==> src/rtl/alu_instr_encoder.sv <==
// Encodes ALU control requests into RV32 R/I-type instruction words and queues
// them in a 2-entry FIFO, with illegal-request flagging and activity counters.
module alu_instr_encoder #(
  parameter int unsigned CNT_W = 16,
  parameter int unsigned ERR_W = 8
) (
  input  logic             clk,
  input  logic             rst_n,
  input  logic             in_valid,
  output logic             in_ready,
  input  logic [3:0]       in_control,
  input  logic             in_is_imm,
  input  logic [4:0]       in_rd,
  input  logic [4:0]       in_rs1,
  input  logic [4:0]       in_rs2,
  input  logic [11:0]      in_imm,
  output logic             out_valid,
  input  logic             out_ready,
  output logic [31:0]      out_instr,
  output logic [1:0]       out_aluop,
  output logic             out_funct7,
  output logic [2:0]       out_funct3,
  output logic             err,
  output logic [CNT_W-1:0] enc_cnt,
  output logic [ERR_W-1:0] err_cnt
);

  typedef enum logic [3:0] {
    C_AND  = 4'b0000,
    C_OR   = 4'b0001,
    C_ADD  = 4'b0010,
    C_SLL  = 4'b0011,
    C_SLT  = 4'b0100,
    C_SLTU = 4'b0101,
    C_SUB  = 4'b0110,
    C_XOR  = 4'b0111,
    C_SRL  = 4'b1000,
    C_SRA  = 4'b1010
  } ctrl_e;

  logic        legal;
  logic        shift;
  logic        f7b;
  logic [2:0]  f3;
  logic [6:0]  funct7;
  logic [31:0] word;

  always_comb begin
    legal = 1'b1;
    shift = 1'b0;
    f7b   = 1'b0;
    f3    = '0;
    case (in_control)
      C_ADD:  f3 = 3'b000;
      C_SUB:  begin f3 = 3'b000; f7b = 1'b1; end
      C_AND:  f3 = 3'b111;
      C_OR:   f3 = 3'b110;
      C_SLL:  begin f3 = 3'b001; shift = 1'b1; end
      C_SLT:  f3 = 3'b010;
      C_SLTU: f3 = 3'b011;
      C_XOR:  f3 = 3'b100;
      C_SRL:  begin f3 = 3'b101; shift = 1'b1; end
      C_SRA:  begin f3 = 3'b101; shift = 1'b1; f7b = 1'b1; end
      default: legal = 1'b0;
    endcase
    if (in_is_imm && (in_control == C_SUB))
      legal = 1'b0;
    funct7 = {1'b0, f7b, 5'b00000};
    if (!in_is_imm)
      word = {funct7, in_rs2, in_rs1, f3, in_rd, 7'b0110011};
    else if (shift)
      word = {funct7, in_imm[4:0], in_rs1, f3, in_rd, 7'b0010011};
    else
      word = {in_imm, in_rs1, f3, in_rd, 7'b0010011};
  end

  logic [31:0] mem [2];
  logic        wr_ptr;
  logic        rd_ptr;
  logic [1:0]  count;
  logic        accept;
  logic        push;
  logic        pop;
  logic [31:0] head;

  assign in_ready  = (count < 2'd2);
  assign out_valid = (count != 2'd0);
  assign accept    = in_valid && in_ready;
  assign push      = accept && legal;
  assign pop       = out_valid && out_ready;
  assign head      = mem[rd_ptr];

  // Only the word is stored; aluop and funct fields are recovered from it,
  // and all head outputs read zero while the FIFO is empty.
  always_comb begin
    out_instr  = '0;
    out_aluop  = '0;
    out_funct7 = 1'b0;
    out_funct3 = '0;
    if (out_valid) begin
      out_instr  = head;
      out_aluop  = head[5] ? 2'b10 : 2'b11;
      out_funct7 = head[30];
      out_funct3 = head[14:12];
    end
  end

  always_ff @(posedge clk or negedge rst_n) begin
    if (!rst_n) begin
      for (int unsigned i = 0; i < 2; i++)
        mem[i] <= '0;
      wr_ptr <= 1'b0;
      rd_ptr <= 1'b0;
      count  <= '0;
    end else begin
      if (push) begin
        mem[wr_ptr] <= word;
        wr_ptr      <= ~wr_ptr;
      end
      if (pop)
        rd_ptr <= ~rd_ptr;
      case ({push, pop})
        2'b10:   count <= count + 2'd1;
        2'b01:   count <= count - 2'd1;
        default: count <= count;
      endcase
    end
  end

  always_ff @(posedge clk or negedge rst_n) begin
    if (!rst_n) begin
      err     <= 1'b0;
      enc_cnt <= '0;
      err_cnt <= '0;
    end else begin
      err <= accept && !legal;
      if (pop)
        enc_cnt <= enc_cnt + CNT_W'(1);
      if (accept && !legal && (err_cnt != '1))
        err_cnt <= err_cnt + ERR_W'(1);
    end
  end

endmodule

==> config.mk <==
export PLATFORM = sky130hd
export DESIGN_NAME = alu_instr_encoder
export DESIGN_NICKNAME = d
export VERILOG_FILES = /design/src/rtl/alu_instr_encoder.sv
export SDC_FILE = /design/constraint.sdc
export NUM_CORES = 1
export LEC_CHECK = 0
export ABC_AREA = 1
export CAP_MARGIN = 15
export CORE_UTILIZATION = 50
export DETAILED_ROUTE_END_ITERATION = 7
export PLACE_DENSITY = 0.8
export SYNTH_ARGS = -nofsm -noshare
export SYNTH_HDL_FRONTEND = slang
export SYNTH_SLANG_ARGS = --single-unit
==> constraint.sdc <==
create_clock -name clk -period 3.9 [get_ports clk]
set_clock_uncertainty 0.1 [all_clocks]
set_input_delay 0.78 -clock clk [delete_from_list [all_inputs] [get_ports clk]]
set_output_delay 0.78 -clock clk [all_outputs]
set_load 0.01 [all_outputs]
; Yosys cells after proc, flatten, opt, wreduce, memory -nomap -nowiden
; Cells that the tools add are included.
[totals]
regBits = 93
inputBits = 36
output_inout_bits = 65
[op_classes]
add_sub_neg = 4
n_lt_le_gt_ge = 4
n_eq_ne = 12
mux = 19
n_bitwise = 4
reduce_logical = 15
[op_table]
columns = cell, n
row1 = $mux W32, 7
row2 = $bwmux W64, 1
row3 = $demux W32 S1, 1
row4 = $pmux W3 S7, 1
row5 = $add A16 B1 Y16 const B, 1
row6 = $eq A4 B3 Y1 const B, 4
row7 = $reduce_or A10 Y1, 1
row8 = $add A8 B1 Y8 const B, 1
row9 = $eq A4 B2 Y1 const B, 2
row10 = $eq A4 B4 Y1 const B, 2
row11 = $ne A8 B8 Y1 const B, 1
row12 = $logic_and A1 B1 Y1, 7
row13 = $mux W1, 6
row14 = $eq A4 B1 Y1 const B, 1
row15 = $ge A2 B2 Y1 const B, 2
row16 = $logic_not A4 Y1, 1
row17 = $not A1 Y2, 2
row18 = $pmux W2 S2, 1
row19 = $reduce_bool A2 Y1, 2
row20 = $reduce_or A2 Y1, 2
row21 = $mux W3, 1
row22 = $reduce_or A3 Y1, 1
row23 = $add A2 B1 Y2 const B, 1
row24 = $eq A2 B1 Y1 const B, 1
row25 = 7 further kinds, 8

; Depth between registers and ports, before layout
[logic_depth]
word_depth = 7
ltp_mapped = 9
depth_no_buf = 9

; Worst setup path after synthesis
; No wires, ideal clock.
[synth_path]
kind = reg-to-output
from = register count[1]
to = output out_instr[13]
arrival_ns = 1.297
required_time_ns = 3.020
path_slack_ns = 1.723
path_stages_with_launch = 5
n_path_buf = 2
path_cell_list = dfrtp_1 nor2_4 clkbuf_1 a21oi_1 buf_4
[synth_between]
elab_chain_cells = 2
[synth_lines]
columns = item, line
row1 = "start, declared", 80  ; logic [1:0] count;
row2 = "start signal, assigned", 123  ; 2'b10: count <= count + 2'd1;
row3 = "start signal, assigned", 124  ; 2'b01: count <= count - 2'd1;
row4 = "start signal, assigned", 125  ; default: count <= count;
row5 = $reduce_bool A2 Y1, 87  ; assign out_valid = (count != 2'd0);
row6 = $mux W32, 100  ; if (out_valid) begin
row7 = "end, declared", 19  ; output logic [31:0] out_instr,
; Every way passes these cells.

; Worst setup path after layout
[layout_path]
from = register count[1]
to = output out_instr[12]
; Same word-level chain as after synthesis.

==> results.ini <==
[status]
outcome = completed

[timing]
worst_pin_slew_ns = 0.833
holdWs_ns = 0.190
slew_viol_final = 0
final_hold_viol_count = 0
tns_ns = 0
relSlewSlack_pct = 44.4
setup_viol = 0
min_period_ns = 3.15
period_share_pct = 80.8
grt_setup_unrepaired = no
timing.fmax_mhz = 317

[cells_and_area]
fin_util_pct = 66.5
drive_above_1_share_pct = 9.61
stdcell_count = 740
fin_nets = 669
area_delta_synth_final_pct = 26.3
diodes = 0

[setup_path]
crit_slowest_cell = nor2_4
max_stage_delay_ns = 0.67
cp.required_ns = 3.02
worst_setup_path_end_kind = primary output
crit_start = count[1]$_DFFE_PN0P_
critPathBufInv = 1
path_cells = nor2_4, a21oi_1, clkdlybuf4s50_1
rr_startpoint = count[1]$_DFFE_PN0P_
crit_arrival_ns = 2.27
crit_family = simple AND/OR/NAND/NOR gates
startpoint_type = register
crit_type = register to primary output
critPathMaxFanout = 28

[routing]
wl_microns = 9750
first_pass_iters = 4
post-route-drc-count = 0
wire_per_inst_microns = 13.2
first_iter_violations = 181
vias = 3811
via_per_inst = 5.15
route.antenna.remaining_nets = 0

[cts]
cts.hold.buffers_added = 0
htree_levels = 3
cts.path.max_buffers = 2
clk_latency_ns = 0.35
cts_tree = done
path_clk_slew_ns = 0.09
cts_root_buffer = clkbuf_8
post-cts-setup-buffers = 0
cts_buffers = 9
numClockSinks = 83
post_cts_resized = 0

[die]
die_area_sq_mm = 0.00921
initial_utilization_pct = 52.7
coreArea_sq_mm = 0.00838
die_h_microns = 96.0
num_rows = 33
die_width_microns = 96.0
pin_count = 101

[synthesis]
synth_top_area_share_pct = 47.0
avgSynthCellArea_sq_um = 8.12
synth_seq_area_share_pct = 47.0
synth_mux_area_share_pct = 1.13
synth_fa_ha_area_share_pct = 0.850
ys_seq_elements = 83
synthXorXnorAreaFrac_pct = 2.78
synth_edf_count = 0
ys_top_cells_by_area = dfrtp_1, nand2_1, inv_1, o21ai_2, a21oi_1
synth_compound_area_share_pct = 12.0
synth.distinct_cells = 33
synth_simple_gate_area_share_pct = 27.3
yosysWarnings = 0
synthArstFlopShare_pct = 100
synth_top_family_by_area = simple AND/OR/NAND/NOR gates
yosysTopAreaCell = dfrtp_1
syn_area_sq_mm = 0.00442
syn_inst = 544
dominantRegCellSynth = dfrtp_1

[grt]
antenna_found_initial = 0
grt.total_usage_pct = 22.7
grt_pass1_wl_microns = 15900
grt_max_degree = 84
grt_remaining_overflow = 0
grt_pass1_vias = 3565

[placement]
portBuffers = 97
dp.cells = 723
dp_hpwl_microns = 6660
routabilityCongestion = 0.853

[worst_hold_path]
hold_class = input pin to asynchronous set/reset pin

[power_and_ir_drop]
leakage_uw = 0.00263
ir_drop_uv = 364
p_per_area_mw_per_mm2 = 696

[job]
drv_cap = 0

state kept, by name, summed over array words and instances (netlist names):
register	cells
enc_cnt	16
err_cnt	8
count	2
mem	54
rd_ptr	1
err	1
wr_ptr	1
cells in the mapped netlist (all sizes together) (3+ instances only):
cell	number
nand3	21
inv	49
mux2i	5
nand4	12
ha	3
buf	25
dfrtp	83
o21ai	57
xor2	12
nor2	32
clkbuf	3
a21oi	29
nand2	205
worst paths after layout:
| kind | end | slack [ns] | depth (start not counted) |
|---|---|---|---|
| max in group asynchronous | enc_cnt[15]$_DFFE_PN0P_ | 2.92 | 2 |
| min reg2reg | mem[4]$_DFFE_PN0P_ | 0.37 | 2 |
| max reg2reg | count[1]$_DFFE_PN0P_ | 1.75 | 6 |
| min in group clk | mem[4]$_DFFE_PN0P_ | 0.37 | 2 |
| max | out_instr[12] | 0.75 | 3 |
| min | mem[50]$_DFFE_PN0P_ | 0.19 | 1 |
logic make-up (layout without fill, tap and decap cells):
kind of cell | Yosys count | in the layout
AO/OA/AOI/OAI | 88 | 88
XOR/XNOR | 14 | 14
adder cells (fa/ha/maj) | 3 | 3
buffers and inverters | 78 | 167
flip-flops | 83 | 83
multiplexers | 5 | 5
other | 1 | 3
AND/OR/NAND/NOR | 272 | 272
final cells by class:
| type | count | area, sq um |
|---|---|---|
| flip-flops and latches | 83 | 2080 |
| fillers | 715 | 2810 |
| well taps | 105 | 131 |
| clock buffers | 9 | 124 |
| repair buffers | 101 | 1020 |
| clock inverters | 7 | 81.3 |
| multi-input cells | 385 | 1960 |
| inverters | 50 | 188 |
layout by cell type, fill, tap and decap left out, types with 4 or more instances in the layout:
cell type,n
clkbuf_8,9
clkdlybuf4s50_1,96
o21ai_1,27
o21ai_0,11
o21ai_2,19
a21oi_1,29
nand3_2,4
mux2i_1,5
xor2_1,12
nor2_1,25
buf_4,4
nand4_1,10
dfrtp_1,83
nand3_1,17
nand2_1,200
inv_1,48
per-stage QoR:
step / setup WS, ns / power (uW) / instance area (sq um)
CTS: 0.698 / 3910 / 5550
floorplan: 1.72 / 2470 / 4420
global placement: 0.959 / 3200 / 5340
detailed placement: 0.878 / 3260 / 5340
global route: 0.584 / 4170 / 5580
finish: 0.749 / 3880 / 5580
metal layers:
layer	track usage [%]	up-vias	part of all wire, %
met2	38.8	111	48
met3	4.66	12	5.9
met4	8.21	0	1.4
li1	-	1899	-
met5	0	-	0
met1	28.6	1789	44
power by group:
group          switching, uW  leakage [uW]  internal [uW]
logic                    937       0.00147            879
registers                246       0.00105           1180
clock network            332      0.000101            305
(Power assumes the default switching activity.)
